## src/rtl/pe_array_row_feeder.sv

```systemverilog
// Row feeder for the weight-stationary PE array: splits one word stream into per-row {flag,data} messages.
// Optional input-stall counter is enabled by defining PE_ARRAY_ROW_FEEDER_STALL_CNT_EN.

module pe_row_reg #(
   parameter int W = 9
) (
   input  logic         clk,
   input  logic         reset,
   input  logic         enq_i,
   input  logic [W-1:0] enq_data_i,
   input  logic         deq_rdy_i,
   output logic         can_enq_o,
   output logic         val_o,
   output logic [W-1:0] data_o
);
   logic         val_q;
   logic [W-1:0] data_q;

   // A full register still accepts when it is being drained in the same cycle.
   assign can_enq_o = ~val_q | deq_rdy_i;
   assign val_o     = val_q;
   assign data_o    = data_q;

   always_ff @(posedge clk or negedge reset) begin
      if (!reset) begin
         val_q  <= 1'b0;
         data_q <= '0;
      end else if (enq_i) begin
         val_q  <= 1'b1;
         data_q <= enq_data_i;
      end else if (deq_rdy_i) begin
         val_q  <= 1'b0;
      end
   end
endmodule

module pe_array_row_feeder #(
   parameter int NUM_ROWS   = 2,
   parameter int NUM_COLS   = 2,
   parameter int BIT_WIDTH  = 8,
   parameter int NVEC_WIDTH = 16
) (
   input  logic                               clk,
   input  logic                               reset,
   input  logic [NVEC_WIDTH-1:0]              start_msg,
   input  logic                               start_val,
   output logic                               start_rdy,
   input  logic [BIT_WIDTH-1:0]               in_msg,
   input  logic                               in_val,
   output logic                               in_rdy,
   output logic [NUM_ROWS-1:0][BIT_WIDTH:0]   row_send_msg,
   output logic [NUM_ROWS-1:0]                row_send_val,
   input  logic [NUM_ROWS-1:0]                row_send_rdy,
   output logic                               done,
   output logic [31:0]                        stall_cycles
);
   localparam int RW = (NUM_ROWS > 1) ? $clog2(NUM_ROWS) : 1;
   localparam int CW = (NUM_COLS > 1) ? $clog2(NUM_COLS) : 1;

   typedef enum logic [1:0] {IDLE, LOAD, STREAM, DRAIN} state_t;

   state_t                state_q;
   logic [RW-1:0]         row_q;
   logic [CW-1:0]         col_q;
   logic [NVEC_WIDTH-1:0] nvec_q;
   logic [NVEC_WIDTH-1:0] vec_q;
   logic                  done_q;

   logic [NUM_ROWS-1:0]   can_enq;
   logic [NUM_ROWS-1:0]   enq;
   logic [BIT_WIDTH:0]    enq_data;
   logic                  busy, accept, start_fire, last_row, last_col;

   assign busy       = (state_q == LOAD) || (state_q == STREAM);
   assign in_rdy     = busy & can_enq[row_q];
   assign accept     = in_val & in_rdy;
   assign start_rdy  = (state_q == IDLE);
   assign start_fire = start_rdy & start_val;
   assign last_row   = (row_q == RW'(NUM_ROWS - 1));
   assign last_col   = (col_q == CW'(NUM_COLS - 1));
   assign enq_data   = {state_q == LOAD, in_msg};
   assign done       = done_q;

   for (genvar r = 0; r < NUM_ROWS; r++) begin : g_row
      assign enq[r] = accept & (row_q == RW'(r));
      pe_row_reg #(.W(BIT_WIDTH + 1)) u_reg (
         .clk        (clk),
         .reset      (reset),
         .enq_i      (enq[r]),
         .enq_data_i (enq_data),
         .deq_rdy_i  (row_send_rdy[r]),
         .can_enq_o  (can_enq[r]),
         .val_o      (row_send_val[r]),
         .data_o     (row_send_msg[r])
      );
   end

   always_ff @(posedge clk or negedge reset) begin
      if (!reset) begin
         state_q <= IDLE;
         row_q   <= '0;
         col_q   <= '0;
         nvec_q  <= '0;
         vec_q   <= '0;
         done_q  <= 1'b0;
      end else begin
         done_q <= 1'b0;
         case (state_q)
            IDLE: begin
               if (start_fire) begin
                  nvec_q  <= start_msg;
                  row_q   <= '0;
                  col_q   <= '0;
                  vec_q   <= '0;
                  state_q <= LOAD;
               end
            end
            LOAD: begin
               // Row-major weight order: a row's columns arrive back to back.
               if (accept) begin
                  if (last_col) begin
                     col_q <= '0;
                     row_q <= last_row ? '0 : row_q + RW'(1);
                     if (last_row) state_q <= (nvec_q == '0) ? DRAIN : STREAM;
                  end else begin
                     col_q <= col_q + CW'(1);
                  end
               end
            end
            STREAM: begin
               if (accept) begin
                  if (last_row) begin
                     row_q <= '0;
                     vec_q <= vec_q + NVEC_WIDTH'(1);
                     if (vec_q == nvec_q - NVEC_WIDTH'(1)) state_q <= DRAIN;
                  end else begin
                     row_q <= row_q + RW'(1);
                  end
               end
            end
            DRAIN: begin
               if (~|row_send_val) begin
                  state_q <= IDLE;
                  done_q  <= 1'b1;
               end
            end
            default: state_q <= IDLE;
         endcase
      end
   end

`ifdef PE_ARRAY_ROW_FEEDER_STALL_CNT_EN
   logic [31:0] stall_q;

   always_ff @(posedge clk or negedge reset) begin
      if (!reset)                        stall_q <= '0;
      else if (start_fire)               stall_q <= '0;
      else if (busy & in_val & ~in_rdy)  stall_q <= stall_q + 32'd1;
   end

   assign stall_cycles = stall_q;
`else
   assign stall_cycles = '0;
`endif
endmodule

```

## config.mk

```make
export PLATFORM = sky130hd
export DESIGN_NAME = pe_array_row_feeder
export DESIGN_NICKNAME = d
export VERILOG_FILES = /design/src/rtl/pe_array_row_feeder.sv
export SDC_FILE = /design/constraint.sdc
export NUM_CORES = 1
export LEC_CHECK = 0
export CAP_MARGIN = 20
export CORE_MARGIN = 1.5
export CORE_UTILIZATION = 50
export CTS_CLUSTER_SIZE = 25
export DETAILED_ROUTE_END_ITERATION = 10
export HOLD_SLACK_MARGIN = 0.08
export PLACE_DENSITY_LB_ADDON = 0.05
export SLEW_MARGIN = 20
export SYNTH_ARGS = -nofsm -noshare
export SYNTH_HDL_FRONTEND = slang
export SYNTH_HIERARCHICAL = 1
export SYNTH_SLANG_ARGS = --single-unit
export TNS_END_PERCENT = 5
```

## constraint.sdc

```tcl
create_clock -name clk -period 3.24 [get_ports clk]
set_input_delay 0.648 -clock clk [delete_from_list [all_inputs] [get_ports clk]]
set_output_delay 0.648 -clock clk [all_outputs]
set_load 0.02 [all_outputs]
```

==> results.sh <==
export IMPL_crit_top_cell="clkdlybuf4s50_1"
export IMPL_portBuffers=52
export IMPL_dp_slack_ns=0.402
export IMPL_synth_edf_count=0
export IMPL_crit_slowest_cell="clkdlybuf4s50_1"
export IMPL_routedWlPerCell_um=14.9
export IMPL_seqPwrFrac=0.326
export IMPL_finalSetupTns_ns=0
export IMPL_switching_share=0.381
export IMPL_die_h_um=86.4
export IMPL_core_sq_mm=0.00676
export IMPL_utilization=0.616
export IMPL_fin_ws_ns=0.404
export IMPL_synth_ff_latch_count=57
export IMPL_period_minus_slack_ns=2.84
export IMPL_ir_worst_vdd_mv=0.422
export IMPL_rsz0062_at_grt="no"
export IMPL_tightest_slew_ns=0.809
export IMPL_power_leakage_uw=0.00185
export IMPL_crit_fanout=3
export IMPL_worstSetupPathType="in2out"
export IMPL_setup_viol=0
export IMPL_p_per_area_mw_per_mm2=932
export IMPL_startpoint_type="input port"
export IMPL_arrival_ns=2.19
export IMPL_path_cells="clkdlybuf4s50_1, nand2b_1, mux2i_1, nor2b_1, clkdlybuf4s50_1"
export IMPL_synth_ff_type="dfrtp_1"
export IMPL_finalNetCount=422
export IMPL_fin_cells=470
export IMPL_synth_area_per_cell_sq_um=10.5
export IMPL_async_reset_ff_frac=1.00
export IMPL_gp_congestion=0.788
export IMPL_finalHoldViolations=0
export IMPL_synthesis_area_sq_mm=0.00348
export IMPL_cts_root_buffer="clkbuf_8"
export IMPL_cp_num_buf_inv=2
export IMPL_max_stage_delay_ns=0.65
export IMPL_grt_max_degree=41
export IMPL_status="finished, final reports clean"
export IMPL_die_w_um=86.4
export IMPL_dp_cells=455
export IMPL_post_route_period_util=0.875
export IMPL_crit_path_end_kind="primary output"
export IMPL_skew_ns=0.00723
export IMPL_vias=2476
export IMPL_core_rowCount=30
export IMPL_grt_usage=0.204
export IMPL_via_per_inst=5.27
export IMPL_cts_resized=0
export IMPL_clock_latency_ns=0.34
export IMPL_synthToLayoutAreaGrowth_pct=19.8
export IMPL_post_cts_buffers=0
export IMPL_hold_class="in2async"
export IMPL_clockBufferDepth=2
export IMPL_ys_seq_area_frac=0.410
export IMPL_grt_pass1_wl_um=11600
export IMPL_clkSlewWorstSetupHoldPaths_ns=0.06
export IMPL_drt_pass1_iter_count=4
export IMPL_slew_viol_final=0
export IMPL_diodes=0
export IMPL_relSlewSlack=0.460
export IMPL_ys_types=51
export IMPL_cts_sinks=57
export IMPL_initial_core_util=0.515
export IMPL_drc=0
export IMPL_place_hpwl_um=5050
export IMPL_ant_nets=0
export IMPL_ys_warn_count=6
export IMPL_p_switching_uw=1480
export IMPL_fmax_mhz=353
export IMPL_overflow=0
export IMPL_synthCells=331
export IMPL_path_delay_family="buffers and inverters"
export IMPL_cap_viol_max_count=0
export IMPL_cts_tree="done"
export IMPL_boundaryPins=85
export IMPL_final_cell_mix="dfrtp_1 (57), clkdlybuf4s50_1 (51), conb_1 (32), nor2_1 (30), mux2_4 (19)"
export IMPL_p_int_uw=2400
export IMPL_combPwrFrac=0.491
export IMPL_cts_buffers=9
export IMPL_h_tree_depth=3
export IMPL_antenna_found_initial=0
export IMPL_totalWireLength_um=6980
export IMPL_crit_required_ns=2.59
export IMPL_cts_hold_buf=0
export IMPL_drt_initial_drc_count=135
export IMPL_r2r_slack_ns=0.70
export IMPL_grt_pass1_vias=2396
export IMPL_drive_above_1_share=0.167
export IMPL_final_common_cell="dfrtp_1"
export IMPL_die_area_sq_mm=0.00746
export IMPL_clkPwrFrac=0.183
-- registers in the layout (all words and copies together) (netlist names) --
| register | cells |
|---|---|
| vec_q | 16 |
| last_row | 1 |
| nvec_q | 16 |
| col_q | 1 |
| done | 1 |
| state_q | 2 |
| g_row.u_reg/data_o | 18 |
| g_row.u_reg/val_o | 2 |
-- power by group through the flow --
stage / clock network [uW] / registers (uW) / logic (uW)
after floorplan: 0 / 1350 / 1250
after global placement: 0 / 1270 / 1880
after detailed placement: 0 / 1270 / 1910
after CTS: 730 / 1270 / 1920
after global routing: 757 / 1310 / 2090
final: 711 / 1260 / 1910
-- metal layers --
metal	up-vias	GRT usage	wire length [um]
li1	1193	-	-
met1	1214	0.292	3420
met2	57	0.298	3200
met3	12	0.0429	278
met4	0	0.0909	86
met5	-	0	0
-- cell families after synthesis --
logic type / Yosys count / share of synthesized area
simple gates: 103 / 0.155
buf+inv: 58 / 0.103
flops: 57 / 0.410
mux: 39 / 0.146
xor+xnor: 35 / 0.0961
compound gates: 32 / 0.0673
fa+ha+maj: 6 / 0.0216
other cells: 1 / 0.00108
-- cell usage after synthesis, types with 9 or more instances --
master | n | area [sq um]
buf_4 | 32 | 240
xor2_1 | 15 | 131
nor3_1 | 11 | 55.1
mux2_2 | 17 | 191
nor2_1 | 30 | 113
mux2_4 | 19 | 285
xnor2_1 | 18 | 158
clkbuf_1 | 9 | 33.8
dfrtp_1 | 57 | 1430
nand2_1 | 14 | 52.6
nand3_1 | 10 | 50.1
o21ai_0 | 9 | 45.0
inv_1 | 12 | 45.0
-- final cells by class --
type	instances	area (sq um)
clock inverter	2	35.0
multi-input combinational	247	1810
timing repair buffer	59	568
clock buffer	13	179
tap	80	100
fill	581	2590
sequential	57	1430
inverter	12	45.0
-- worst reg2reg max path, cell delays in order (launching register included) --
cell and delay [ns]:
dfrtp_1 0.44, nor4_2 0.28, buf_4 0.21, nand2b_1 0.12
o311a_1 0.37, a311o_1 0.36, and2_1 0.15, a31oi_1 0.17
mux2_1 0.34
-- final timing paths --
kind                                 startpoint                        to  depth (start not counted)
setup / recovery                row_send_rdy[1]                    in_rdy                          5
hold / removal                            reset                 vec_q[13]                          1
setup reg to reg                      nvec_q[2]                state_q[1]                          8
hold reg to reg            g_row[1].u_reg/val_o                      done                          1
max in group asynchronous                 reset  g_row[0].u_reg/data_o[6]                          2
min in group clk           g_row[1].u_reg/val_o                      done                          1
-- stage by stage --
stage                     cell area, sq um  hold WS [ns]  power [uW]
after floorplan                       3590         0.352        2600
after global placement                3950         0.478        3150
after detailed placement              3950         0.483        3180
after CTS                             4160         0.249        3910
after global routing                  4160         0.264        4150
final                                 4160         0.239        3880
Note: power is estimated with default switching activity, not from simulation.
